`config.mk`:
```
export PLATFORM = sky130hd
export DESIGN_NAME = fetch_unit
export DESIGN_NICKNAME = d
export VERILOG_FILES = /design/src/rtl/fetch_unit.sv
export SDC_FILE = /design/constraint.sdc
export NUM_CORES = 1
export LEC_CHECK = 0
export CORE_ASPECT_RATIO = 0.9
export CORE_MARGIN = 5
export CORE_UTILIZATION = 55
export CTS_CLUSTER_SIZE = 24
export DETAILED_ROUTE_END_ITERATION = 10
export PLACE_DENSITY = 0.88
export SLEW_MARGIN = 20
export SYNTH_ARGS = -nofsm -noshare
export SYNTH_HDL_FRONTEND = slang
export SYNTH_SLANG_ARGS = --single-unit
```
`constraint.sdc`:
```
create_clock -name CLK -period 9.16 [get_ports CLK]
set_input_delay 1.832 -clock CLK [delete_from_list [all_inputs] [get_ports CLK]]
set_output_delay 1.832 -clock CLK [all_outputs]
set_load 0.1 [all_outputs]
```
`src/rtl/fetch_unit.sv`:
```
// fetch_unit -- instruction fetch stage feeding the instruction register.
//
// Owns the PC. Issues word fetches over a req/gnt + in-order rvalid
// interface. Buffers returned words with their PCs in a DEPTH-entry
// in-order prefetch FIFO. Branch/jump redirects flush the FIFO. Responses
// still in flight at a redirect are counted in r_discard and dropped when
// they return.
//
// Parameters:
//   DEPTH     prefetch FIFO entries (power of 2, >= 2). This is also the cap
//             on fetches outstanding plus buffered.
//   RESET_PC  PC loaded on reset.
//
// Ports:
//   CLK, RESET                      clock; synchronous active-low reset
//   imem_req/imem_addr/imem_gnt     fetch request channel (word aligned)
//   imem_rvalid/imem_rdata          in-order read response
//   redirect/redirect_pc            taken branch/jump, restart fetch
//   ins_valid/ins_data/ins_pc       FIFO head towards instruction register
//   ins_ready                       instruction register consumes head
//
// Optional macro FETCH_PERF_EN adds saturating 32-bit counters:
//   perf_fetched (pops), perf_flushed (entries cleared + responses dropped),
//   perf_starve (cycles out of reset with ins_ready && !ins_valid).

module fetch_unit #(
    parameter int          DEPTH    = 4,
    parameter logic [31:0] RESET_PC = 32'h0
) (
    input  logic        CLK,
    input  logic        RESET,
    output logic        imem_req,
    output logic [31:0] imem_addr,
    input  logic        imem_gnt,
    input  logic        imem_rvalid,
    input  logic [31:0] imem_rdata,
    input  logic        redirect,
    input  logic [31:0] redirect_pc,
    output logic        ins_valid,
    output logic [31:0] ins_data,
    output logic [31:0] ins_pc,
    input  logic        ins_ready
`ifdef FETCH_PERF_EN
    ,
    output logic [31:0] perf_fetched,
    output logic [31:0] perf_flushed,
    output logic [31:0] perf_starve
`endif
);

    localparam int AW = $clog2(DEPTH);
    localparam int CW = AW + 1;
    localparam logic [CW-1:0] FULL   = CW'(DEPTH);
    localparam logic [CW:0]   CREDIT = (CW+1)'(DEPTH);

    logic [31:0]   r_fetch_pc, r_resp_pc;
    logic [CW-1:0] r_outstanding, r_discard, r_count;
    logic [AW-1:0] r_wptr, r_rptr;
    logic [31:0]   r_fifo_pc   [DEPTH];
    logic [31:0]   r_fifo_data [DEPTH];

    logic [CW:0]   w_inuse;
    logic          w_grant, w_push, w_drop, w_pop;
    logic [CW-1:0] w_out_next;
    logic [31:0]   w_redir_pc;

    // Credit covers both in-flight and buffered words, so every response
    // always has a FIFO slot waiting for it.
    assign w_inuse    = {1'b0, r_outstanding} + {1'b0, r_count};
    assign imem_req   = RESET && !redirect && (w_inuse < CREDIT);
    assign imem_addr  = r_fetch_pc;
    assign w_grant    = imem_req && imem_gnt;
    assign w_drop     = imem_rvalid && (r_discard != '0);
    assign w_push     = imem_rvalid && !redirect && (r_discard == '0);
    assign w_pop      = ins_valid && ins_ready && !redirect;
    assign w_out_next = r_outstanding + CW'(w_grant) - CW'(imem_rvalid);
    assign w_redir_pc = {redirect_pc[31:2], 2'b00};

    assign ins_valid = (r_count != '0);
    assign ins_data  = r_fifo_data[r_rptr];
    assign ins_pc    = r_fifo_pc[r_rptr];

    always_ff @(posedge CLK) begin
        if (!RESET) begin
            r_fetch_pc    <= RESET_PC;
            r_resp_pc     <= RESET_PC;
            r_outstanding <= '0;
            r_discard     <= '0;
            r_count       <= '0;
            r_wptr        <= '0;
            r_rptr        <= '0;
        end else begin
            r_outstanding <= w_out_next;
            if (redirect) begin
                // Everything still in flight after this cycle is stale.
                // Any response this cycle is dropped because no push happens.
                r_fetch_pc <= w_redir_pc;
                r_resp_pc  <= w_redir_pc;
                r_discard  <= w_out_next;
                r_count    <= '0;
                r_wptr     <= '0;
                r_rptr     <= '0;
            end else begin
                if (w_grant)
                    r_fetch_pc <= r_fetch_pc + 32'd4;
                if (w_drop)
                    r_discard <= r_discard - 1'b1;
                if (w_push) begin
                    r_fifo_pc[r_wptr]   <= r_resp_pc;
                    r_fifo_data[r_wptr] <= imem_rdata;
                    r_wptr              <= r_wptr + 1'b1;
                    r_resp_pc           <= r_resp_pc + 32'd4;
                end
                if (w_pop)
                    r_rptr <= r_rptr + 1'b1;
                r_count <= r_count + CW'(w_push) - CW'(w_pop);
            end
            assert (!(w_push && !w_pop && r_count == FULL))
                else $error("fetch_unit: push into full prefetch FIFO");
        end
    end

`ifdef FETCH_PERF_EN
    logic [CW:0]  w_flush_inc;
    logic [32:0]  w_fetched_sum, w_flushed_sum, w_starve_sum;

    assign w_flush_inc   = redirect ? ({1'b0, r_count} + (CW+1)'(imem_rvalid))
                                    : (CW+1)'(w_drop);
    assign w_fetched_sum = {1'b0, perf_fetched} + 33'(w_pop);
    assign w_flushed_sum = {1'b0, perf_flushed} + 33'(w_flush_inc);
    assign w_starve_sum  = {1'b0, perf_starve}  + 33'(!ins_valid && ins_ready);

    // A carry out of bit 31 means the counter would wrap, so it holds at all-ones.
    always_ff @(posedge CLK) begin
        if (!RESET) begin
            perf_fetched <= '0;
            perf_flushed <= '0;
            perf_starve  <= '0;
        end else begin
            perf_fetched <= w_fetched_sum[32] ? 32'hFFFF_FFFF : w_fetched_sum[31:0];
            perf_flushed <= w_flushed_sum[32] ? 32'hFFFF_FFFF : w_flushed_sum[31:0];
            perf_starve  <= w_starve_sum[32]  ? 32'hFFFF_FFFF : w_starve_sum[31:0];
        end
    end
`endif

endmodule

```
# [Word level (Yosys, flattened, before mapping)]
# Memory sizes are Yosys's and may differ from the RTL's. A register that Yosys moved wholly into a read port is not among the register bits.
# Index checks and enable logic that the tools add are counted.
[classes] n_addsub=10 n_lt_le_gt_ge=1 muxes=14 bitwise=1 n_reduce_logical=16
[op_table] op="32-bit 2-to-1 mux" n=4
[op_table] op="32-bit by 3-bit adder with 32-bit output (second input constant)" n=2
[op_table] op="1-bit logical AND" n=8
[op_table] op="2-bit 2-to-1 mux" n=4
[op_table] op="3-bit by 1-bit adder with 3-bit output" n=2
[op_table] op="3-bit 2-to-1 mux" n=2
[op_table] op="2-bit nonzero test" n=3
[op_table] op="3-bit nonzero test" n=2
[op_table] op="3-bit by 1-bit subtractor with 3-bit output" n=2
[op_table] op="2-bit by 1-bit adder with 2-bit output (second input constant)" n=2
[op_table] op="3-bit by 3-bit adder with 4-bit output" n=1
[op_table] op="4-bit by 3-bit < comparator with 1-bit output (second input constant)" n=1
[op_table] op="1-bit 2-to-1 mux" n=4
[op_table] op="3-bit logical NOT" n=1
[op_table] op="3-bit by 1-bit subtractor with 3-bit output (second input constant)" n=1
[op_table] op="2-bit OR reduction" n=1
[op_table] op="1-bit logical NOT" n=1
[op_table] op="1-bit NOT" n=1
[totals] regBits=77 ram_bits=256 out_inout_bits=98 elab_cells=53 memories=2
[memory_table] name="r_fifo_data" words=4 width=32 rd=1 rd_ports_with_merged_regs=1 write_ports=1 line_no="60" text="logic [31:0] r_fifo_data [DEPTH];"
[memory_table] name="r_fifo_pc" words=4 width=32 rd=1 rd_ports_with_merged_regs=1 write_ports=1 line_no="59" text="logic [31:0] r_fifo_pc [DEPTH];"

# [Longest topological paths before layout]
[logic_depth] depth_word=7 mapped_depth=13 ltp_nobuf=12

# [Worst setup path before layout]
# No wires, ideal clock.
[synth_timing] path_type="input to output" from="in redirect" to="out imem_req" arrival_ns=3.968 slack_ns=3.360 cell_stages=6 n_path_buf=3 cell_sequence="clkbuf_1 > inv_1 > clkbuf_1 > nand2_1 > clkbuf_1 > nor2_1"
[synth_via] elab_chain_len=3
[synth_rtl] element="from (decl)" line_no="37" text="input logic redirect,"
[synth_rtl] element="1-bit logical NOT" line_no="70" text="assign imem_req = RESET && !redirect && (w_inuse < CREDIT);"
[synth_rtl] element="1-bit logical AND (2 in series)" line_no="70"
[synth_rtl] element="to (decl)" line_no="32" text="output logic imem_req,"
# Every way passes these cells.

# [Final worst setup path]
[layout_timing] from="in RESET" to="out imem_req"
[layout_via] elab_chain_len=2
[layout_rtl] element="from (decl)" line_no="31" text="input logic RESET,"
[layout_rtl] element="1-bit logical AND (2 in series)" line_no="70"
# Every way passes these cells.

==> flow_summary_export.csv <==
group,metric,value,unit
outcome,status,"completed",
route,vias_per_cell,5.93,
synth,yosysSeqAreaShare,68.9,%
synth,syn_area_per_cell,16.0,sq um
route,firstDrtPassIters,5,
clock_tree,cts_resized,0,
global_routing,grt_pass1_vias,7827,
power_and_ir_drop,p_leak,5.13,nW
floorplanning,dieArea,26800,sq um
timing,finalSetupTns,0,ns
synth,async_flop_share,0,%
timing,tightest_slew,1.09,ns
timing,fin_ws,2.88,ns
floorplanning,die_w,172,um
placement,hpwl,17.4,mm
route,antenna_left,0,
final_layout,area_growth,22.3,%
route,drt_iter0_markers,713,
setup_path,worstPathCellList,"clkdlybuf4s50_1 -> buf_4 -> nand2_1 -> nor2_1 -> clkdlybuf4s50_1",
route,wirelength,27.5,mm
floorplanning,rows,53,
clock_tree,path_clk_slew,0.06,ns
worst_hold_path,min-delay-path-class,"register to register",
power_and_ir_drop,peakVddDrop,0.146,mV
route,dr_total_vias,7727,
global_routing,grt_start_max_net_pins,85,
timing,fmax,159,MHz
setup_path,critical_path.max_stage_delay,1.16,ns
clock_tree,cts_inserted_buffers,31,
synth,yosys_warnings,0,
final_layout,layout_commonest_cell,"edfxtp_1",
setup_path,cp_common_cell,"clkdlybuf4s50_1",
clock_tree,cts_hold_buf,0,
clock_tree,clk_latency,0.54,ns
placement,finalWeightedCongestion,0.859,
power_and_ir_drop,power.density,211,nW/um^2
final_layout,drive_gt1_share,13.9,%
placement,placed_cells,1246,
timing,finalSetupViolCount,0,
floorplanning,start_util,55.8,%
setup_path,path_max_fanout,38,
setup_path,crit_required,7.33,ns
clock_tree,post_cts.repair.setup_buffers,0,
clock_tree,clock-sinks,323,
timing,finalMaxSlewViolations,0,
timing,slew_headroom,27.3,%
setup_path,critPathKind,"input port to output port",
synth,ys_seq_elements,323,
global_routing,grt_antenna_before_repair,0,
floorplanning,io_pins,168,
synth,netlist_area,13000,sq um
placement,io_buffers,161,
global_routing,grt_pass1_wl,43.4,mm
timing,period_share,68.6,%
setup_path,crit_path_end_kind,"output port",
final_layout,final_cell_mix,"edfxtp_1, clkdlybuf4s50_1, dfxtp_1",
synth,synthFlopType,"edfxtp_1",
timing,layout_min_cycle_time,6.28,ns
run,maxCapViolations,0,
clock_tree,htreeDepth,1,
synth,synth_edf_count,248,
floorplanning,core,23300,sq um
clock_tree,clock_path_buffers,3,
route,drc,0,
floorplanning,die_h,156,um
setup_path,critPathSlowestCell,"clkdlybuf4s50_1",
timing,hold_viol_final,0,
synth,ys_types,57,
clock_tree,cts-root-buf,"clkbuf_16",
final_layout,fin_cells,1304,
timing,rsz0062_at_grt,"false",
global_routing,grt.total_usage,20.5,%
power_and_ir_drop,finalPower,3.36,mW
placement,place_ws,2.92,ns
timing,skew,0.00846,ns
final_layout,layout.nets,1063,
route,wl_per_cell,21.1,um
global_routing,grt_overflow,0,
clock_tree,cts_tree,"yes",
synth,syn_inst,813,
setup_path,worst_ep_arrival_time,4.45,ns
setup_path,startpoint_type,"input port",
## state kept, by name (all words and copies together) (netlist names), 3 cells and up, named ones only
name,flops
r_outstanding,3
r_fifo_pc,120
r_fifo_data,128
r_resp_pc,30
r_discard,3
imem_addr,30
r_count,3
## stage by stage
step / util [%] / hold slack (ns) / cell area [sq um]
2_1_floorplan: - / 0.469 / 13000
3_3_place_gp: 63.9 / 0.485 / 14900
3_5_place_dp: 63.9 / 0.511 / 14900
4_1_cts: 68.2 / 0.527 / 15900
5_1_grt: 68.2 / 0.555 / 15900
6_report: 68.3 / 0.530 / 15900
## final cells by class
class	count	area, sq um
flip-flops and latches	323	8950
fillers	1490	7390
multi-input cells	431	3790
repair buffers	170	1680
clock buffers	39	848
well taps	302	378
clock inverters	18	163
inverters	20	75.1
diodes	1	2.50
## layer usage
metal  up-vias  share of wire, %  global-route usage (%)
met1      3802                43                    30.4
met3        41               9.2                    4.05
li1       3493                 -                       -
met5         -                 0                       0
met2       391                46                    32.6
met4         0               1.4                    3.59
## path summary, 6_finish.rpt
kind | startpoint | to | slack, ns | depth (start not counted)
worst min register to register | imem_addr[3] | imem_addr[3] | 0.53 | 2
worst max-delay path | RESET | imem_req | 2.88 | 5
worst min-delay path | imem_addr[3] | imem_addr[3] | 0.53 | 2
worst max register to register | r_outstanding[2] | r_discard[2] | 6.16 | 12
## power by group
part / total, mW / switching, mW / internal (mW) / leakage (nW)
Combinational: 0.438 / 0.307 / 0.132 / 1.74
Clock: 1.25 / 0.512 / 0.736 / 0.506
Sequential: 1.67 / 0.0454 / 1.63 / 2.88
Total: 3.36 / 0.864 / 2.49 / 5.13
## synthesized netlist by cell type, types with 3 or more instances
master    count  area share (%)
buf_1         5            0.14
and3_1       22             1.1
clkbuf_1     24            0.69
ha_1         14             1.3
o21ai_0      20            0.77
o21ai_1      12            0.46
inv_1        18            0.52
buf_2         8            0.31
buf_4         4            0.23
mux4_2       62              11
a31oi_1       4            0.19
nor3_2        3            0.23
nand4_1       9            0.43
o311ai_0      3            0.20
nand2_1      43             1.2
and4_1        8            0.54
a21oi_1      52             2.0
and2_1        5            0.24
dfxtp_1      75              12
nor4_2        4            0.39
nor3_1       13            0.50
nor2_1       23            0.66
xnor2_1      47             3.2
edfxtp_1    248              57
xor2_1        9            0.61
nand3_1      23            0.89
nor4_1       15            0.72
## cells by family after synthesis
family,after synthesis,share of synthesized area [%]
AOI/OAI and AO/OA,109,4.83
DFF,323,68.9
muxes,63,10.8
buffers and inverters,62,2.04
adders and majority gates,16,1.66
xor gates and xnor gates,56,3.78
and+or+nand+nor,183,7.93
other,1,0.0289
## critical path, delay by kind of cell
kind | cells | cell delay, ns
buffers and inverters | 3 | 1.94
AND/OR/NAND/NOR | 2 | 0.67
Note: power is estimated with default switching activity, not from simulation.
